$ cat src/rtl/vecmac_acc_collector.sv
// Long-K dot-product collector: accumulates cfg_len_i multiplier beats per result, buffers the
// results in a show-ahead FIFO and issues feeder credit. Optional macro: VECMAC_ACC_SAT_EN.
module vecmac_acc_collector #(
    parameter int unsigned SUM_W      = 19,
    parameter int unsigned ACC_W      = 32,
    parameter int unsigned LEN_W      = 8,
    parameter int unsigned FIFO_DEPTH = 8
) (
    input  logic             clk_i,
    input  logic             rst_i,
    input  logic [LEN_W-1:0] cfg_len_i,
    input  logic             issue_req_i,
    output logic             issue_ok_o,
    input  logic             flush_i,
    input  logic             in_valid_i,
    input  logic [SUM_W-1:0] in_sum_i,
    output logic             out_valid_o,
    input  logic             out_ready_i,
    output logic [ACC_W-1:0] out_data_o,
    output logic             err_ovr_o
);

    localparam int unsigned PTR_W = $clog2(FIFO_DEPTH);
    localparam int unsigned CNT_W = PTR_W + 1;
    localparam int unsigned INF_W = PTR_W + 2;

    // Group accumulation state
    logic [ACC_W-1:0] acc_q, acc_d;
    logic [LEN_W-1:0] beat_cnt_q, beat_cnt_d;
    logic [LEN_W-1:0] len_q, len_d;

    // Credit and FIFO state
    logic [INF_W-1:0] inflight_q, inflight_d;
    logic [PTR_W-1:0] wptr_q, wptr_d;
    logic [PTR_W-1:0] rptr_q, rptr_d;
    logic [CNT_W-1:0] count_q, count_d;
    logic             err_ovr_q, err_ovr_d;
    logic [ACC_W-1:0] mem_q [FIFO_DEPTH];

    logic [LEN_W-1:0] cfg_eff;
    logic [LEN_W-1:0] len_eff;
    logic [ACC_W-1:0] acc_sum;
    logic             push;
    logic [ACC_W-1:0] push_data;
    logic             pop;
    logic             full;
    logic             push_ok;

    assign cfg_eff = (cfg_len_i == '0) ? LEN_W'(1) : cfg_len_i;
    // A group starting this cycle must close against the freshly sampled length.
    assign len_eff = (beat_cnt_q == '0) ? cfg_eff : len_q;

`ifdef VECMAC_ACC_SAT_EN
    logic [ACC_W:0] sum_wide;

    assign sum_wide = {1'b0, acc_q} + {{(ACC_W + 1 - SUM_W){1'b0}}, in_sum_i};
    assign acc_sum  = sum_wide[ACC_W] ? {ACC_W{1'b1}} : sum_wide[ACC_W-1:0];
`else
    assign acc_sum = acc_q + {{(ACC_W - SUM_W){1'b0}}, in_sum_i};
`endif

    always_comb begin
        acc_d      = acc_q;
        beat_cnt_d = beat_cnt_q;
        len_d      = len_q;
        push       = 1'b0;
        push_data  = in_valid_i ? acc_sum : acc_q;

        if (beat_cnt_q == '0) begin
            len_d = cfg_eff;
        end

        if (in_valid_i && (beat_cnt_q == len_eff - LEN_W'(1))) begin
            push = 1'b1;
        end else if (flush_i && (in_valid_i || (beat_cnt_q != '0))) begin
            push = 1'b1;
        end

        if (push) begin
            acc_d      = '0;
            beat_cnt_d = '0;
        end else if (in_valid_i) begin
            acc_d      = acc_sum;
            beat_cnt_d = beat_cnt_q + LEN_W'(1);
        end
    end

    assign out_valid_o = (count_q != '0);
    assign out_data_o  = out_valid_o ? mem_q[rptr_q] : '0;
    assign pop         = out_valid_o && out_ready_i;
    assign full        = (count_q == CNT_W'(FIFO_DEPTH));
    // A pop in the same cycle frees the slot, so a full FIFO can still accept.
    assign push_ok     = push && (!full || pop);

    always_comb begin
        wptr_d    = wptr_q;
        rptr_d    = rptr_q;
        count_d   = count_q;
        err_ovr_d = err_ovr_q;

        if (push_ok) begin
            wptr_d = wptr_q + PTR_W'(1);
        end
        if (pop) begin
            rptr_d = rptr_q + PTR_W'(1);
        end
        if (push_ok && !pop) begin
            count_d = count_q + CNT_W'(1);
        end else if (pop && !push_ok) begin
            count_d = count_q - CNT_W'(1);
        end
        if (push && full && !pop) begin
            err_ovr_d = 1'b1;
        end
    end

    always_comb begin
        inflight_d = inflight_q;
        case ({issue_req_i, in_valid_i})
            2'b10: begin
                if (inflight_q != '1) begin
                    inflight_d = inflight_q + INF_W'(1);
                end
            end
            2'b01: begin
                if (inflight_q != '0) begin
                    inflight_d = inflight_q - INF_W'(1);
                end
            end
            default: begin
                inflight_d = inflight_q;
            end
        endcase
    end

    // Conservative: every beat in flight may close a group and need a slot.
    assign issue_ok_o = (({1'b0, inflight_q}) + (INF_W + 1)'(count_q)) < (INF_W + 1)'(FIFO_DEPTH);
    assign err_ovr_o  = err_ovr_q;

    always_ff @(posedge clk_i) begin
        if (rst_i) begin
            acc_q      <= '0;
            beat_cnt_q <= '0;
            len_q      <= LEN_W'(1);
            inflight_q <= '0;
            wptr_q     <= '0;
            rptr_q     <= '0;
            count_q    <= '0;
            err_ovr_q  <= 1'b0;
        end else begin
            acc_q      <= acc_d;
            beat_cnt_q <= beat_cnt_d;
            len_q      <= len_d;
            inflight_q <= inflight_d;
            wptr_q     <= wptr_d;
            rptr_q     <= rptr_d;
            count_q    <= count_d;
            err_ovr_q  <= err_ovr_d;
        end
    end

    // Storage needs no reset: out_data_o is gated by the entry count.
    always_ff @(posedge clk_i) begin
        if (push_ok) begin
            mem_q[wptr_q] <= push_data;
        end
    end

endmodule

$ cat config.mk
export PLATFORM = sky130hd
export DESIGN_NAME = vecmac_acc_collector
export DESIGN_NICKNAME = d
export VERILOG_FILES = /design/src/rtl/vecmac_acc_collector.sv
export SDC_FILE = /design/constraint.sdc
export NUM_CORES = 1
export LEC_CHECK = 0
export BUFFER_PORTS_ARGS = -buffer_cell sky130_fd_sc_hd__buf_2
export CAP_MARGIN = 20
export CORE_ASPECT_RATIO = 0.75
export CORE_MARGIN = 5
export CORE_UTILIZATION = 55
export CTS_CLUSTER_DIAMETER = 120
export DETAILED_ROUTE_END_ITERATION = 8
export PLACE_DENSITY = 0.73
export SYNTH_ARGS = -nofsm -noshare
export SYNTH_HDL_FRONTEND = slang
export SYNTH_SLANG_ARGS = --single-unit
export TNS_END_PERCENT = 30
$ cat constraint.sdc
create_clock -name clk_i -period 5.1 [get_ports clk_i]
set_input_delay 1.02 -clock clk_i [delete_from_list [all_inputs] [get_ports clk_i]]
set_output_delay 1.02 -clock clk_i [all_outputs]
set_load 0.01 [all_outputs]
# --- After elaboration in Yosys (flattened, before gate mapping) ---
# Memory sizes are Yosys's and may differ from the RTL's. A register that Yosys moved wholly into a read port is not among the register bits.
# Cells that the tools add are included.
totals:
  regBits: 64
  mem_bits_rw: 256
  inputBits: 33
  out_inout_bits: 35
  wordCells: 64
  mem_count: 1
memory_table:
  columns: ["memory", "words", "width", "read_ports", "rd_clocked_by_memory_dff", "write_ports", "line_no", "text"]
  rows:
  - ["mem_q", 8, 32, 1, 1, 1, "38", "logic [ACC_W-1:0] mem_q [FIFO_DEPTH];"]
op_classes:
  n_addsub: 10
  magnitude_cmp: 1
  n_eq_ne: 7
  mux: 15
  reduce_logical: 22
op_table:
  columns: ["cell", "count"]
  rows:
  - ["$mux 32", 2]
  - ["$add 32x19->32", 1]
  - ["$logic_not 8->1", 2]
  - ["$mux 8", 2]
  - ["$mux 5", 2]
  - ["$pmux 5 s2", 1]
  - ["$add 8x1->8 const B", 1]
  - ["$eq 8x8->1", 1]
  - ["$logic_and 1x1->1", 8]
  - ["$mux 4", 2]
  - ["$reduce_bool 8->1", 1]
  - ["$sub 8x1->8 const B", 1]
  - ["$add 3x1->3 const B", 2]
  - ["$add 5x4->6", 1]
  - ["$lt 6x4->1 const B", 1]
  - ["$mux 3", 2]
  - ["$add 5x1->5 const B", 1]
  - ["$ne 5x5->1 const B", 1]
  - ["$reduce_bool 5->1", 1]
  - ["$sub 5x1->5 const B", 1]
  - ["$add 4x1->4 const B", 1]
  - ["$eq 4x4->1 const B", 1]
  - ["$mux 1", 4]
  - ["$ne 2x2->1 const B", 2]
  - ["9 further kinds", 13]

# --- Logic depth before layout (Yosys ltp) ---
# Gate-level depths: netlist of run 1.
logic_depth:
  word_depth: 12
  ltp_mapped: 21
  depth_no_buf: 19

# --- Least setup slack after synthesis of run 1 ---
# No wires, ideal clock.
synth_timing:
  path_type: "input to register"
  startpoint: "input cfg_len_i[4]"
  endpoint: "memory mem_q[2][0] (enable)"
  setup_ns: 0.407
  t_arrival_ns: 4.493
  t_required_ns: 4.693
  path_slack_ns: 0.200
  stages: 11
  path_buffers: 1
  cell_sequence: "nor4_1 > a2111oi_4 > or2_2 > ha_1 > xor2_1 > xnor2_1 > nand4_1 > o41ai_4 > and2_4 > buf_6 > nor4bb_4"
synth_between:
  elab_chain_len: 10
synth_rtl:
  columns: ["item", "line_no", "text"]
  rows:
  - ["start: declaration", "11", "input logic [LEN_W-1:0] cfg_len_i,"]
  - ["$logic_not 8->1", "49", "assign cfg_eff = (cfg_len_i == '0) ? LEN_W'(1) : cfg_len_i;"]
  - ["$mux 8 *", "49", null]
  - ["$mux 8 *", null, null]
  - ["$sub 8x1->8 *", "73", "if (in_valid_i && (beat_cnt_q == len_eff - LEN_W'(1))) begin"]
  - ["$eq 8x8->1 *", "73", null]
  - ["$logic_and 1x1->1 *", "73", null]
  - ["$mux 1 *", "73", null]
  - ["$logic_and 1x1->1 *", "93", "assign push_ok = push && (!full || pop);"]
  - ["named net push_ok", "47", "logic push_ok;"]
  - ["$mux 1 *", "164", "if (push_ok) begin"]
  - ["$mux 1 (implied by the code) *", "165", "mem_q[wptr_q] <= push_data;"]
  - ["end: declaration", "38", null]
# Mark *: on every way through the listed nets, which the timed path passes. The rest lies on a longest branch.

# --- Final worst setup path of run 1 ---
layout_timing:
  startpoint: "register beat_cnt_q[0]"
  endpoint: "register count_q[3]"
layout_between:
  elab_chain_len: 10
  elab_cells_between_ends: 16
  classes_between: "1 x add/sub; 1 x eq/ne; 4 x mux; 10 x reduce/logical"
layout_rtl:
  columns: ["item", "line_no", "text"]
  rows:
  - ["start: declaration", "29", "logic [LEN_W-1:0] beat_cnt_q, beat_cnt_d;"]
  - ["start signal: assignment", "152", "beat_cnt_q <= beat_cnt_d;"]
  - ["$logic_not 8->1", "51", "assign len_eff = (beat_cnt_q == '0) ? cfg_eff : len_q;"]
  - ["$mux 8", null, null]
  - ["$sub 8x1->8", "73", null]
  - ["$eq 8x8->1", "73", null]
  - ["$logic_and 1x1->1", "73", null]
  - ["$mux 1 *", "73", null]
  - ["$logic_and 1x1->1 *", "93", null]
  - ["$logic_not 1->1", "109", "end else if (pop && !push_ok) begin"]
  - ["$logic_and 1x1->1", "109", null]
  - ["$reduce_bool 2->1 (no source line)", null, null]
  - ["end signal: assignment", "157", "count_q <= count_d;"]
  - ["end: declaration", "36", "logic [CNT_W-1:0] count_q, count_d;"]
# Every way passes the cells marked *; elsewhere a longest branch is shown, timed or not.
# A chain may end at the register's enable or synchronous reset.

==> flow_summary.json, run 1 <==
{
  "status": "completed",
  "critPathKind": "register to register",
  "final_net_count": 1061,
  "n_fill_cell": 1863,
  "cts_sinks": 323,
  "fp.dieW_um": 194.4,
  "slew_viol_final": 0,
  "reg2reg_depth": 19,
  "dp_hpwl_mm": 17.96,
  "p_per_area_nw_per_um2": 435.9,
  "tightestPinTransition_ps": 1017,
  "drt_iter0_drc": 531,
  "critical_path_required_ps": 5580,
  "r2r_end": "count_q[3]$_SDFFE_PP0P_",
  "async_flop_share_pct": 0,
  "setup-tns-final_ps": 0,
  "cts_max_level": 1,
  "cpMostUsedCell": "ha_1",
  "cap_viol_max_count": 0,
  "ios": 68,
  "syn_area_per_cell_um2": 15.54,
  "drive_above_1_share_pct": 23.57,
  "viasPerCell": 5.847,
  "grt.total_usage_pct": 19.98,
  "crit_slowest_cell": "nor4b_2",
  "cpLargestDelayFamily": "simple AND/OR/NAND/NOR gates",
  "p_total_mw": 6.901,
  "synth_area_um2": 14030,
  "syn_nets": 974,
  "relSlewSlack_pct": 31.71,
  "worstReg2RegStart": "beat_cnt_q[0]$_SDFFE_PP0P_",
  "diodes": 0,
  "hold_class": "register to register",
  "critPathCapture": "count_q[3]$_SDFFE_PP0P_",
  "crit_fanout": 11,
  "min_period_ps": 4656,
  "ir_worst_vdd_mv": 0.2817,
  "leakagePower_nw": 5.606,
  "grt_pass1_vias": 7934,
  "endpoint_kind": "register",
  "fin_crit_sh_pct": 91.29,
  "critPathMaxStageDelay_ps": 540,
  "clkTransAtPathRegs_ps": 60,
  "die_height_um": 148.3,
  "worst_slack_ps": 444.2,
  "path_buf_inv": 2,
  "drt.antenna.violating_nets": 0,
  "antenna_found_initial": 0,
  "final_common_cell": "edfxtp_1",
  "crit_path_cell_trace": "inv_1, ha_1, nor4b_2, nand2_1, mux2i_1, ha_1, xor2_1, xnor2_1, nand4_1, o41ai_4, and2_4, ha_1, inv_1, ha_1, a21o_1, a21oi_1, xnor2_1, or3_1, a21oi_1",
  "cts_hold_buf": 0,
  "core-area_um2": 25020,
  "ys_dominant_reg_cell": "edfxtp_1",
  "area_growth_pct": 12.82,
  "mostFrequentLayoutCells": "edfxtp_1 (256), nor2_1 (70), buf_2 (67)",
  "r2r_slack_ps": 440,
  "place.gp.congestion": 0.8378,
  "final_util_pct": 63.25,
  "cts_buffers": 30,
  "first_pass_iters": 5,
  "critical_path_depth": 19,
  "arrival_ps": 5140,
  "wire_per_inst_um": 20.99,
  "gr-total-overflow": 0,
  "grt_start_max_net_pins": 43,
  "vias": 7905,
  "yosysSeqAreaShare_pct": 64.35,
  "cp-startpoint": "beat_cnt_q[0]$_SDFFE_PP0P_",
  "yosysWarningCount": 0,
  "synth_seq_cells": 323,
  "cts_tree": "yes",
  "start_util_pct": 56.07,
  "hold_violations": 0,
  "skew_ps": 20.06,
  "cts_setup_buffers": 0,
  "cts_buffer_depth": 3,
  "clock_latency_ps": 550,
  "cts_root_buf": "clkbuf_16",
  "syn_inst": 903,
  "worstSetupStartpointType": "register",
  "die_area_um2": 28840,
  "synth-edff-count": 256,
  "ys_types": 61,
  "max_freq_ghz": 0.2148,
  "num_rows": 50,
  "portBuffers": 67,
  "grt_pass1_wl_mm": 45.57,
  "cts_resized": 0,
  "rsz0062_at_grt": "no",
  "hold_depth": 2,
  "drc_errors": 0,
  "place_ws_ps": 187.1,
  "wirelength_mm": 28.37,
  "setup_viol": 0
}
synth_stat cells, drive strengths merged (3+ instances only):
master    n  area, um2
nor3     11      55.05
o211ai    4      30.03
inv      17      63.81
o21ai    19      95.09
edfxtp  256       7687
a21oi    32      160.2
clkbuf   21      78.83
nor2b    28      175.2
xor2     16      140.1
and3     13      81.33
nand4     6      37.54
fa        3      60.06
or3       9      56.30
ha       35      437.9
o31ai     5      37.54
a21boi    4      30.03
mux2     14      157.7
xnor2    31      271.5
nor4      6      37.54
mux2i    40      400.4
o21ba     5      50.05
nand2b    3      18.77
buf      17      85.08
nand2    34      127.6
or4       4      30.03
mux4     64       1441
nor2     70      262.8
a21o      9      67.56
dfxtp    67       1341
and4      5      43.79
a31o      3      26.28
o21bai    3      22.52
a211oi    3      22.52
nand3    14      70.07
layout make-up:
cell class | count | area, um2 | share of cell area, %
Clock buffer | 49 | 893.4 | 5.644
Clock inverter | 7 | 58.81 | 0.3715
Inverter | 18 | 67.56 | 0.4268
Multi-Input combinational cell | 524 | 4783 | 30.22
Sequential cell | 323 | 9035 | 57.08
Tap cell | 338 | 422.9 | 2.672
Timing Repair Buffer | 93 | 568.0 | 3.589
stage by stage:
stage / hold WS, ps / cell area (um2) / cells
after floorplan: 454.1 / 14030 / 903
after global placement: 452.8 / 14880 / 1296
after detailed placement: 462.8 / 14880 / 1296
after CTS: 480.9 / 15830 / 1352
after global routing: 496.3 / 15830 / 1352
final: 479.5 / 15830 / 1352
registers in the layout, indices dropped and copies added (netlist names), 3 cells and up, named ones only:
signal / count
inflight_q: 5
beat_cnt_q: 8
len_q: 8
acc_q: 32
wptr_q: 3
mem_q: 256
rptr_q: 3
count_q: 4
how the worst min path moves through the flow:
stage	slack (ps)	end	start
after floorplan	450	register	rptr_q[1]$_SDFFE_PP0P_
after global placement	450	err_ovr_o$_SDFFE_PP0P_	err_ovr_o$_SDFFE_PP0P_
after detailed placement	460	err_ovr_o$_SDFFE_PP0P_	err_ovr_o$_SDFFE_PP0P_
after CTS	480	err_ovr_o$_SDFFE_PP0P_	err_ovr_o$_SDFFE_PP0P_
after global routing	500	err_ovr_o$_SDFFE_PP0P_	err_ovr_o$_SDFFE_PP0P_
final	480	err_ovr_o$_SDFFE_PP0P_	err_ovr_o$_SDFFE_PP0P_
layer usage:
| metal | vias to the layer above | share of wire [%] | global-route usage (%) |
|---|---|---|---|
| met1 | 4015 | 47 | 29.48 |
| met2 | 195 | 47 | 32.57 |
| met3 | 34 | 4.8 | 2.831 |
| met5 | - | 0 | 0 |
| met4 | 0 | 1.5 | 3.795 |
| li1 | 3661 | - | - |
where the power goes:
part	switching, mW	internal [mW]	total [mW]
Clock	0.917	1.24	2.16
Sequential	0.177	2.99	3.17
Combinational	0.789	0.782	1.57
cells by family (layout without fill, tap and decap cells):
family	after synthesis	count (layout)	share of synthesized area (%)
buf+inv	56	167	1.650
compound gates	103	103	5.092
flops	323	323	64.35
fa+ha+maj	38	38	3.549
simple gates	218	218	8.169
mux	118	118	14.25
xor+xnor	47	47	2.934
worst reg2reg max path, cell delays in order (launching register included):
cell,delay [ps]
dfxtp_1,380
inv_1,80
ha_1,150
nor4b_2,540
nand2_1,300
mux2i_1,280
ha_1,240
xor2_1,200
xnor2_1,150
nand4_1,170
o41ai_4,390
and2_4,260
ha_1,210
inv_1,100
ha_1,280
a21o_1,170
a21oi_1,160
xnor2_1,90
or3_1,300
a21oi_1,140
Power figures use the tool's default switching activity.
==> run 2, diff against run 1 <==
Settings changed: GPL_TIMING_DRIVEN set to 1, RECOVER_POWER set to 50.
Clock period 5.1 ns to 4.04 ns, I/O delays scaled along.
==> run 2 against run 1 <==
Non-clock buffer count up 28. Flip-flop and latch count unchanged. Die area unchanged. Total power grew 34%. Clock power increased by 45%. Highest routed layer unchanged.
==> flow_summary.json, run 2 (synthesized netlist as in run 1, its figures left out) <==
{
  "arrival_ps": 4410,
  "critical_path_required_ps": 4530,
  "top_regs": "mem_q: 256 flops, acc_q: 32 flops",
  "cts_max_level": 1,
  "slew_viol_final": 0,
  "clock_latency_ps": 560,
  "grt_util_met2_pct": 33.18,
  "grt_pass1_wl_mm": 46.40,
  "n_fill_cell": 1741,
  "clkTransAtPathRegs_ps": 70,
  "cts_buffers": 30,
  "drive_above_1_share_pct": 28.41,
  "worstSetupStartpointType": "register",
  "dp_hpwl_mm": 17.91,
  "ios": 68,
  "status": "completed",
  "critPathKind": "register to register",
  "cts_root_buf": "clkbuf_16",
  "grt.total_usage_pct": 20.48,
  "hold_class": "register to register",
  "setup_viol": 0,
  "cts_buffer_depth": 3,
  "viasPerCell": 5.834,
  "fin_crit_sh_pct": 97.05,
  "diodes": 0,
  "die_height_um": 148.3,
  "grt_start_max_net_pins": 41,
  "cts_hold_buf": 0,
  "wire_per_inst_um": 21.43,
  "first_pass_iters": 5,
  "antenna_found_initial": 0,
  "rsz0062_at_grt": "yes",
  "tightestPinTransition_ps": 987.1,
  "drt.antenna.violating_nets": 0,
  "fp.dieW_um": 194.4,
  "final_cells": 1380,
  "endpoint_kind": "register",
  "whs_ps": 464.9,
  "ir_worst_vdd_mv": 0.4644,
  "die_area_um2": 28840,
  "num_rows": 50,
  "met1_usage_pct": 30.49,
  "p_per_area_nw_per_um2": 563.2,
  "mostFrequentLayoutCells": "edfxtp_1 (256), nor2_1 (70), buf_2 (67)",
  "relSlewSlack_pct": 33.75,
  "start_util_pct": 56.07,
  "gr-usage-met3_pct": 2.242,
  "worst_slack_ps": 119.2,
  "cts_tree": "yes",
  "place_ws_ps": -176.6,
  "portBuffers": 67,
  "vias": 8051,
  "final_net_count": 1089,
  "area_growth_pct": 17.26,
  "grt_pass1_vias": 8187,
  "skew_ps": 25.54,
  "gr-total-overflow": 0,
  "drc_errors": 0,
  "drt_iter0_drc": 616,
  "grt.busiest_layer": "met2",
  "wirelength_mm": 29.57,
  "hold_violations": 0,
  "crit_fanout": 4,
  "final_common_cell": "edfxtp_1",
  "max_freq_ghz": 0.2550,
  "min_period_ps": 3921,
  "place.gp.congestion": 0.8499,
  "cts_sinks": 323,
  "regMostFlops": "mem_q",
  "cap_viol_max_count": 0,
  "placedCellCount": 1320,
  "core-area_um2": 25020,
  "leakagePower_nw": 5.874,
  "largest_register_ffs": 256
}
[run 2: final cells by class]
class	count	area, um2	share of cell area (%)
Timing Repair Buffer	121	878.3	5.339
Inverter	18	67.56	0.4107
Clock inverter	18	276.5	1.681
Sequential cell	323	9040	54.95
Multi-Input combinational cell	524	4923	29.93
Tap cell	338	422.9	2.571
Clock buffer	38	842.1	5.119
[run 2: layer usage]
metal,vias to the layer above,share of wire [%]
met5,-,0
li1,3724,-
met4,0,1.9
met3,42,5.3
met2,229,47
met1,4056,46
[run 2: repair_timing]
action	4_1_cts	5_1_grt
buffers inserted	3	1
pin swaps	10	6
resized for setup	4	9
endpoints found under the setup margin	1	2
[run 2: through the flow]
step                instance area, um2  utilization [%]  power [mW]  setup TNS [ps]
CTS                              16390            65.48       9.322               0
detailed placement               15210            60.79       6.166          -215.0
global placement                 15210            60.79       6.119          -135.2
floorplan                        14090                -       5.471           -8064
global route                     16450            65.74       9.714          -113.5
finish                           16450            65.74       9.265               0
[run 2: power by group]
group / internal (mW) / switching [mW]
clock network: 1.92 / 1.21
logic: 1.09 / 1.08
registers: 3.78 / 0.183
total: 6.79 / 2.48
[run 2: worst max-delay path, cell delays in order (launching register included)]
cell and delay (ps):
dfxtp_4 340, inv_2 50, ha_4 120, or4b_4 490
buf_4 170, nor4_2 220, o22ai_1 170, o41a_1 480
o41ai_4 360, and2_4 210, ha_4 120, inv_2 40
buf_4 140, ha_4 280, a21oi_4 60, xnor2_2 140
or3_1 340, a21oi_2 120
[run 2: path summary, 6_finish.rpt]
kind              depth (start not counted)                        from                      end  slack [ps]
hold reg to reg                           2      err_ovr_o$_SDFFE_PP0P_   err_ovr_o$_SDFFE_PP0P_         460
setup reg to reg                         17  beat_cnt_q[0]$_SDFFE_PP0P_  count_q[3]$_SDFFE_PP0P_         120
hold / removal                            2      err_ovr_o$_SDFFE_PP0P_   err_ovr_o$_SDFFE_PP0P_         460
setup / recovery                         17  beat_cnt_q[0]$_SDFFE_PP0P_  count_q[3]$_SDFFE_PP0P_         120
